<file path="src/rtl/bus_arbiter_if.sv">
// Signal bundle between the fetch/execute requesters, the arbiter and the bus interface unit.
// The arbiter connects through the master modport; the surrounding environment uses slave.
interface bus_arbiter_if;
    logic        fetch_vaild;
    logic [31:0] fetch_address;
    logic        fetch_ready;
    logic [31:0] fetch_data;
    logic        fetch_error;

    logic        execute_vaild;
    logic        execute_write;
    logic [31:0] execute_address;
    logic [31:0] execute_write_data;
    logic [3:0]  execute_byte_enable;
    logic        execute_ready;
    logic [31:0] execute_data;
    logic        execute_error;

    logic        bus_vaild;
    logic        bus_write;
    logic [31:0] bus_address;
    logic [31:0] bus_write_data;
    logic [3:0]  bus_byte_enable;
    logic        bus_ready;
    logic [31:0] bus_read_data;

    logic        busy;
    logic        grant_owner;

    modport master (
        input  fetch_vaild, fetch_address,
        input  execute_vaild, execute_write, execute_address, execute_write_data, execute_byte_enable,
        input  bus_ready, bus_read_data,
        output fetch_ready, fetch_data, fetch_error,
        output execute_ready, execute_data, execute_error,
        output bus_vaild, bus_write, bus_address, bus_write_data, bus_byte_enable,
        output busy, grant_owner
    );

    modport slave (
        output fetch_vaild, fetch_address,
        output execute_vaild, execute_write, execute_address, execute_write_data, execute_byte_enable,
        output bus_ready, bus_read_data,
        input  fetch_ready, fetch_data, fetch_error,
        input  execute_ready, execute_data, execute_error,
        input  bus_vaild, bus_write, bus_address, bus_write_data, bus_byte_enable,
        input  busy, grant_owner
    );
endinterface

</file>
<file path="src/rtl/bus_arbiter.sv">
// Fixed-priority fetch/execute bus arbiter with a fetch starvation guard and a per-transaction
// bus timeout. One registered bus request per transaction: IDLE -> WAIT -> DONE -> IDLE.
module bus_arbiter #(
    parameter int DATA_BURST_LIMIT = 4,
    parameter int TIMEOUT          = 255
) (
    input  logic          clock,
    input  logic          reset,
    bus_arbiter_if.master bus_if
);

    typedef enum logic [1:0] {
        S_IDLE = 2'd0,
        S_WAIT = 2'd1,
        S_DONE = 2'd2
    } state_t;

    localparam logic [2:0] STREAK_MAX   = 3'(DATA_BURST_LIMIT);
    localparam logic [7:0] TIMEOUT_LAST = 8'(TIMEOUT - 1);

    state_t      r_state,           w_state_next;
    logic [2:0]  r_streak,          w_streak_next;
    logic [7:0]  r_timer,           w_timer_next;
    logic        r_bus_vaild,       w_bus_vaild_next;
    logic        r_bus_write,       w_bus_write_next;
    logic [31:0] r_bus_address,     w_bus_address_next;
    logic [31:0] r_bus_write_data,  w_bus_write_data_next;
    logic [3:0]  r_bus_byte_enable, w_bus_byte_enable_next;
    logic        r_grant_owner,     w_grant_owner_next;
    logic        r_fetch_ready,     w_fetch_ready_next;
    logic        r_fetch_error,     w_fetch_error_next;
    logic [31:0] r_fetch_data,      w_fetch_data_next;
    logic        r_execute_ready,   w_execute_ready_next;
    logic        r_execute_error,   w_execute_error_next;
    logic [31:0] r_execute_data,    w_execute_data_next;
    logic        w_any_request;
    logic        w_fetch_wins;

    assign w_any_request = bus_if.fetch_vaild | bus_if.execute_vaild;
    // Fetch only overtakes a pending execute once execute has used up its burst allowance.
    assign w_fetch_wins  = bus_if.fetch_vaild & (~bus_if.execute_vaild | (r_streak == STREAK_MAX));

    always_comb begin
        // NOTE: every next value gets a default before the case so no path can infer a latch.
        w_state_next           = r_state;
        w_streak_next          = r_streak;
        w_timer_next           = r_timer;
        w_bus_vaild_next       = r_bus_vaild;
        w_bus_write_next       = r_bus_write;
        w_bus_address_next     = r_bus_address;
        w_bus_write_data_next  = r_bus_write_data;
        w_bus_byte_enable_next = r_bus_byte_enable;
        w_grant_owner_next     = r_grant_owner;
        w_fetch_ready_next     = 1'b0;
        w_fetch_error_next     = 1'b0;
        w_fetch_data_next      = '0;
        w_execute_ready_next   = 1'b0;
        w_execute_error_next   = 1'b0;
        w_execute_data_next    = '0;

        case (r_state)
            S_IDLE: begin
                if (w_any_request) begin
                    w_bus_vaild_next = 1'b1;
                    w_timer_next     = '0;
                    w_state_next     = S_WAIT;
                    if (w_fetch_wins) begin
                        w_grant_owner_next     = 1'b0;
                        w_bus_write_next       = 1'b0;
                        w_bus_address_next     = bus_if.fetch_address;
                        w_bus_write_data_next  = '0;
                        w_bus_byte_enable_next = 4'hF;
                        w_streak_next          = '0;
                    end else begin
                        w_grant_owner_next     = 1'b1;
                        w_bus_write_next       = bus_if.execute_write;
                        w_bus_address_next     = bus_if.execute_address;
                        w_bus_write_data_next  = bus_if.execute_write_data;
                        w_bus_byte_enable_next = bus_if.execute_byte_enable;
                        if (!bus_if.fetch_vaild)
                            w_streak_next = '0;
                        else if (r_streak != STREAK_MAX)
                            w_streak_next = r_streak + 3'd1;
                    end
                end
            end

            S_WAIT: begin
                // A completion on the timeout edge wins over the abort.
                if (bus_if.bus_ready) begin
                    w_bus_vaild_next = 1'b0;
                    w_state_next     = S_DONE;
                    if (r_grant_owner) begin
                        w_execute_ready_next = 1'b1;
                        w_execute_data_next  = r_bus_write ? 32'd0 : bus_if.bus_read_data;
                    end else begin
                        w_fetch_ready_next = 1'b1;
                        w_fetch_data_next  = bus_if.bus_read_data;
                    end
                end else if (r_timer == TIMEOUT_LAST) begin
                    w_bus_vaild_next = 1'b0;
                    w_state_next     = S_DONE;
                    if (r_grant_owner) begin
                        w_execute_ready_next = 1'b1;
                        w_execute_error_next = 1'b1;
                    end else begin
                        w_fetch_ready_next = 1'b1;
                        w_fetch_error_next = 1'b1;
                    end
                end else begin
                    w_timer_next = r_timer + 8'd1;
                end
            end

            S_DONE: w_state_next = S_IDLE;

            default: w_state_next = S_IDLE;
        endcase
    end

    always_ff @(posedge clock or posedge reset) begin
        if (reset) begin
            r_state           <= S_IDLE;
            r_streak          <= '0;
            r_timer           <= '0;
            r_bus_vaild       <= 1'b0;
            r_bus_write       <= 1'b0;
            r_bus_address     <= '0;
            r_bus_write_data  <= '0;
            r_bus_byte_enable <= '0;
            r_grant_owner     <= 1'b0;
            r_fetch_ready     <= 1'b0;
            r_fetch_error     <= 1'b0;
            r_fetch_data      <= '0;
            r_execute_ready   <= 1'b0;
            r_execute_error   <= 1'b0;
            r_execute_data    <= '0;
        end else begin
            // NOTE: non-blocking assignments so every register samples pre-edge values together.
            r_state           <= w_state_next;
            r_streak          <= w_streak_next;
            r_timer           <= w_timer_next;
            r_bus_vaild       <= w_bus_vaild_next;
            r_bus_write       <= w_bus_write_next;
            r_bus_address     <= w_bus_address_next;
            r_bus_write_data  <= w_bus_write_data_next;
            r_bus_byte_enable <= w_bus_byte_enable_next;
            r_grant_owner     <= w_grant_owner_next;
            r_fetch_ready     <= w_fetch_ready_next;
            r_fetch_error     <= w_fetch_error_next;
            r_fetch_data      <= w_fetch_data_next;
            r_execute_ready   <= w_execute_ready_next;
            r_execute_error   <= w_execute_error_next;
            r_execute_data    <= w_execute_data_next;
        end
    end

    assign bus_if.bus_vaild       = r_bus_vaild;
    assign bus_if.bus_write       = r_bus_write;
    assign bus_if.bus_address     = r_bus_address;
    assign bus_if.bus_write_data  = r_bus_write_data;
    assign bus_if.bus_byte_enable = r_bus_byte_enable;
    assign bus_if.grant_owner     = r_grant_owner;
    assign bus_if.fetch_ready     = r_fetch_ready;
    assign bus_if.fetch_error     = r_fetch_error;
    assign bus_if.fetch_data      = r_fetch_data;
    assign bus_if.execute_ready   = r_execute_ready;
    assign bus_if.execute_error   = r_execute_error;
    assign bus_if.execute_data    = r_execute_data;
    assign bus_if.busy            = (r_state != S_IDLE);

endmodule
</file>
<file path="src/flat_wrapper.sv">
// flat-port wrapper written by rule: the top's interface ports become plain ports
module bus_arbiter_flat 
#(
    parameter int DATA_BURST_LIMIT = 4,
    parameter int TIMEOUT          = 255
)
  (clock, reset, bus_if_fetch_vaild, bus_if_fetch_address, bus_if_execute_vaild, bus_if_execute_write, bus_if_execute_address, bus_if_execute_write_data, bus_if_execute_byte_enable, bus_if_bus_ready, bus_if_bus_read_data, bus_if_fetch_ready, bus_if_fetch_data, bus_if_fetch_error, bus_if_execute_ready, bus_if_execute_data, bus_if_execute_error, bus_if_bus_vaild, bus_if_bus_write, bus_if_bus_address, bus_if_bus_write_data, bus_if_bus_byte_enable, bus_if_busy, bus_if_grant_owner);
  bus_arbiter_if bus_if_i ();
  input  logic clock;
  input  logic reset;
  input wire logic [$bits(bus_if_i.fetch_vaild)-1:0] bus_if_fetch_vaild;
  input wire logic [$bits(bus_if_i.fetch_address)-1:0] bus_if_fetch_address;
  input wire logic [$bits(bus_if_i.execute_vaild)-1:0] bus_if_execute_vaild;
  input wire logic [$bits(bus_if_i.execute_write)-1:0] bus_if_execute_write;
  input wire logic [$bits(bus_if_i.execute_address)-1:0] bus_if_execute_address;
  input wire logic [$bits(bus_if_i.execute_write_data)-1:0] bus_if_execute_write_data;
  input wire logic [$bits(bus_if_i.execute_byte_enable)-1:0] bus_if_execute_byte_enable;
  input wire logic [$bits(bus_if_i.bus_ready)-1:0] bus_if_bus_ready;
  input wire logic [$bits(bus_if_i.bus_read_data)-1:0] bus_if_bus_read_data;
  output wire logic [$bits(bus_if_i.fetch_ready)-1:0] bus_if_fetch_ready;
  output wire logic [$bits(bus_if_i.fetch_data)-1:0] bus_if_fetch_data;
  output wire logic [$bits(bus_if_i.fetch_error)-1:0] bus_if_fetch_error;
  output wire logic [$bits(bus_if_i.execute_ready)-1:0] bus_if_execute_ready;
  output wire logic [$bits(bus_if_i.execute_data)-1:0] bus_if_execute_data;
  output wire logic [$bits(bus_if_i.execute_error)-1:0] bus_if_execute_error;
  output wire logic [$bits(bus_if_i.bus_vaild)-1:0] bus_if_bus_vaild;
  output wire logic [$bits(bus_if_i.bus_write)-1:0] bus_if_bus_write;
  output wire logic [$bits(bus_if_i.bus_address)-1:0] bus_if_bus_address;
  output wire logic [$bits(bus_if_i.bus_write_data)-1:0] bus_if_bus_write_data;
  output wire logic [$bits(bus_if_i.bus_byte_enable)-1:0] bus_if_bus_byte_enable;
  output wire logic [$bits(bus_if_i.busy)-1:0] bus_if_busy;
  output wire logic [$bits(bus_if_i.grant_owner)-1:0] bus_if_grant_owner;
  assign bus_if_i.fetch_vaild = bus_if_fetch_vaild;
  assign bus_if_i.fetch_address = bus_if_fetch_address;
  assign bus_if_i.execute_vaild = bus_if_execute_vaild;
  assign bus_if_i.execute_write = bus_if_execute_write;
  assign bus_if_i.execute_address = bus_if_execute_address;
  assign bus_if_i.execute_write_data = bus_if_execute_write_data;
  assign bus_if_i.execute_byte_enable = bus_if_execute_byte_enable;
  assign bus_if_i.bus_ready = bus_if_bus_ready;
  assign bus_if_i.bus_read_data = bus_if_bus_read_data;
  assign bus_if_fetch_ready = bus_if_i.fetch_ready;
  assign bus_if_fetch_data = bus_if_i.fetch_data;
  assign bus_if_fetch_error = bus_if_i.fetch_error;
  assign bus_if_execute_ready = bus_if_i.execute_ready;
  assign bus_if_execute_data = bus_if_i.execute_data;
  assign bus_if_execute_error = bus_if_i.execute_error;
  assign bus_if_bus_vaild = bus_if_i.bus_vaild;
  assign bus_if_bus_write = bus_if_i.bus_write;
  assign bus_if_bus_address = bus_if_i.bus_address;
  assign bus_if_bus_write_data = bus_if_i.bus_write_data;
  assign bus_if_bus_byte_enable = bus_if_i.bus_byte_enable;
  assign bus_if_busy = bus_if_i.busy;
  assign bus_if_grant_owner = bus_if_i.grant_owner;
  bus_arbiter #(.DATA_BURST_LIMIT(DATA_BURST_LIMIT), .TIMEOUT(TIMEOUT)) u_core (.clock(clock), .reset(reset), .bus_if(bus_if_i));
endmodule
</file>
<file path="config.mk">
export PLATFORM = sky130hd
export DESIGN_NAME = bus_arbiter_flat
export DESIGN_NICKNAME = d
export VERILOG_FILES = /design/src/rtl/bus_arbiter_if.sv /design/src/rtl/bus_arbiter.sv /design/src/flat_wrapper.sv
export SDC_FILE = /design/constraint.sdc
export NUM_CORES = 1
export LEC_CHECK = 0
export ABC_CLOCK_PERIOD_IN_PS = 5890
export CAP_MARGIN = 25
export CORE_MARGIN = 1.5
export CORE_UTILIZATION = 35
export DETAILED_ROUTE_END_ITERATION = 6
export GPL_ROUTABILITY_DRIVEN = 0
export PLACE_DENSITY = 0.67
export SLEW_MARGIN = 20
export SYNTH_ARGS = -nofsm -noshare
export SYNTH_HDL_FRONTEND = slang
export SYNTH_SLANG_ARGS = --single-unit
</file>
<file path="constraint.sdc">
create_clock -name clock -period 5.89 [get_ports clock]
set_input_delay 0.589 -clock clock [delete_from_list [all_inputs] [get_ports clock]]
set_output_delay 0.589 -clock clock [all_outputs]
set_load 0.02 [all_outputs]
</file>
==> metrics.txt <==
status=finished clean; Pre-antenna DRT Iters=4; die height=134.1 um; slew at the pin closest to its max-slew limit=1.029 ns; post-synthesis xor/xnor area fraction=0%; Final min period=2.713 ns; Clock Tree Root=clkbuf_16; Fill cells=1408; Final Net Count=944; initial antenna violation count=0; vias=4891; Mean Syn Cell Area=11.20 um2; Slew HR=31.41%; WP data required=6.13 ns; drt via density=4.726; Setup WS pre-CTS=2.702 ns; Post-Synth Adder-Cell Area=0.8318%; first-pass GRT wire length=25.19 mm; max-slew violations=0; drt first-iter violations=230; deepest clock path buffer count=2; Core ar.=0.01670 mm2; yosys warns=0; simple-gate portion of the synthesized area=17.13%; non-filler cells, final=1035; Hold WC Path Type=register to register; # diodes=0; Clk Latency, worst-skew pair=0.41 ns; mux contribution to synthesized area=5.573%; Max H-tree Level=4; unrepaired setup endpoints after global routing=no; peak supply drop=219.4 uV; Post-Syn Instances=537; post-synth cell types=40; Core Util, Final=56.91%; global route total overflow=0; clk slew on worst S/H paths=0.06 ns; Routed wire per std cell=15.71 um; power density cells=459.7 mW/mm2; Port-buffer cells=277; Final Worst Setup Slack=3.177 ns; Setup CP Type=primary input to register; largest family of logic cells by synthesized area=simple AND/OR/NAND/NOR gates; register bit total from synthesis=152; Final setup viols=0; asr flop ratio synth=100.0%; fin crit share=46.05%; DRC=0; Seq/Total Area, Yosys=63.21%; CTS Sinks=152; Startpoint Class=primary input; hpwl dp=11.64 mm; CTS tree=built; Syn Nets=679; total track usage=18.20%; Compound-Gate Fraction of Synth Area=9.066%; Setup Skew=0.008375 ns; share of cells above drive strength 1=6.258%; Hold-fix buffers, CTS=0; Total Power=0.004369 W; largest net degree at the start of global routing=107; Final Routed Wirelength=16.26 mm; arrival time worst endpoint=2.95 ns; DIE WIDTH=134.1 um; FP Rows=47; CTS resizes=0; final hold violation count=0; Fin Setup TNS=0 ns; critical path peak fanout=49; Detail Route Antenna Nets=0; total CTS buffers=17; Starting Density=36.03%; vias in the first global route=4859; placed cell count=1003; fmax=368.7 MHz; EDFF count, synth=0; Setup Fix Bufs, Post-CTS=0; max_cap viols=0; Pleak=4.379 nW; die area=0.01799 mm2; element type at the critical path end=register; Mapped Area=0.006017 mm2; P&R area growth vs syn=57.95%; I/O pin cnt=278; Synth Flop Type=dfrtp_1
metal layers:
layer	vias to the layer above	GRT usage [%]	wire, um
met4	0	8.662	462
met2	183	31.84	8361
li1	2349	-	-
met1	2331	20.93	6509
met5	-	0	0
met3	28	4.535	928
layout make-up:
class                           instances  area [um2]  area share [%]
Timing Repair Buffer                  283        2818           29.65
Multi-Input combinational cell        341        1973           20.76
Inverter                                7       31.28          0.3291
Clock inverter                         14       173.9           1.830
Clock buffer                           18       429.2           4.516
Sequential cell                       152        3804           40.02
Tap cell                              220       275.3           2.896
synthesized netlist by cell type, types with 4 or more instances:
| master | n | share of area, % |
|---|---|---|
| o21ai_0 | 10 | 0.83 |
| clkbuf_1 | 17 | 1.1 |
| inv_1 | 6 | 0.37 |
| nor2_1 | 6 | 0.37 |
| nand3_1 | 5 | 0.42 |
| buf_4 | 10 | 1.2 |
| o21ai_1 | 68 | 5.7 |
| mux2i_1 | 32 | 5.3 |
| dfrtp_1 | 152 | 63 |
| ha_1 | 4 | 0.83 |
| nand2_1 | 117 | 7.3 |
| and3_1 | 66 | 6.9 |
cell usage in the layout, fill, tap and decap left out, types with 5 or more instances in the layout:
cell type and count:
clkdlybuf4s50_1 277, nor2_1 6, nand2_1 117, buf_4 6, o21ai_1 68, mux2i_1 32
inv_1 5, clkbuf_16 17, dfrtp_1 152, and3_1 66, nand3_1 5, o21ai_0 10
state kept, by name, indices dropped and copies added (netlist names), 2 cells and up:
name and cells:
u_core.bus_if.fetch_data 32, u_core.r_state 2, u_core.bus_if.bus_write_data 32, u_core.bus_if.bus_byte_enable 4, u_core.r_timer 8, u_core.r_streak 3, u_core.bus_if.execute_data 32, u_core.bus_if.bus_address 32
power breakdown:
group	switching, W	internal [W]
Combinational	0.000978	0.000779
Clock	0.000428	0.000669
Sequential	0.000171	0.00134
worst max-delay path, stage by stage:
cell             delay [ns]
clkdlybuf4s50_1        0.60
a21boi_4               0.78
buf_4                  0.61
mux2i_1                0.25
o21ai_1                0.09
kinds of logic after synthesis:
| kind of cell | after synthesis |
|---|---|
| AO/OA/AOI/OAI | 96 |
| adder cells (fa/ha/maj) | 4 |
| buffers and inverters | 44 |
| flip-flops | 152 |
| multiplexers | 33 |
| AND/OR/NAND/NOR | 208 |
final timing paths:
kind / slack (ns) / from / endpoint / cells past startpoint
min in group asynchronous: 0.74 / reset / u_core.bus_if.bus_write_data[26] / 2
min: 0.48 / u_core.bus_if.bus_byte_enable[3] / u_core.bus_if.bus_byte_enable[3] / 2
max: 3.18 / bus_if_fetch_vaild / u_core.bus_if.bus_address[24] / 5
max reg2reg: 3.27 / u_core.r_streak[0] / u_core.bus_if.bus_address[24] / 7
min reg2reg: 0.48 / u_core.bus_if.bus_byte_enable[3] / u_core.bus_if.bus_byte_enable[3] / 2
max in group asynchronous: 3.90 / reset / u_core.bus_if.bus_write_data[12] / 3
through the flow:
step	area (um2)	hold WS, ns
floorplan	6017	0.4719
global placement	8901	0.4590
detailed placement	8901	0.4641
CTS	9504	0.4781
global route	9504	0.4988
finish	9504	0.4761
Note: power is estimated with default switching activity, not from simulation.
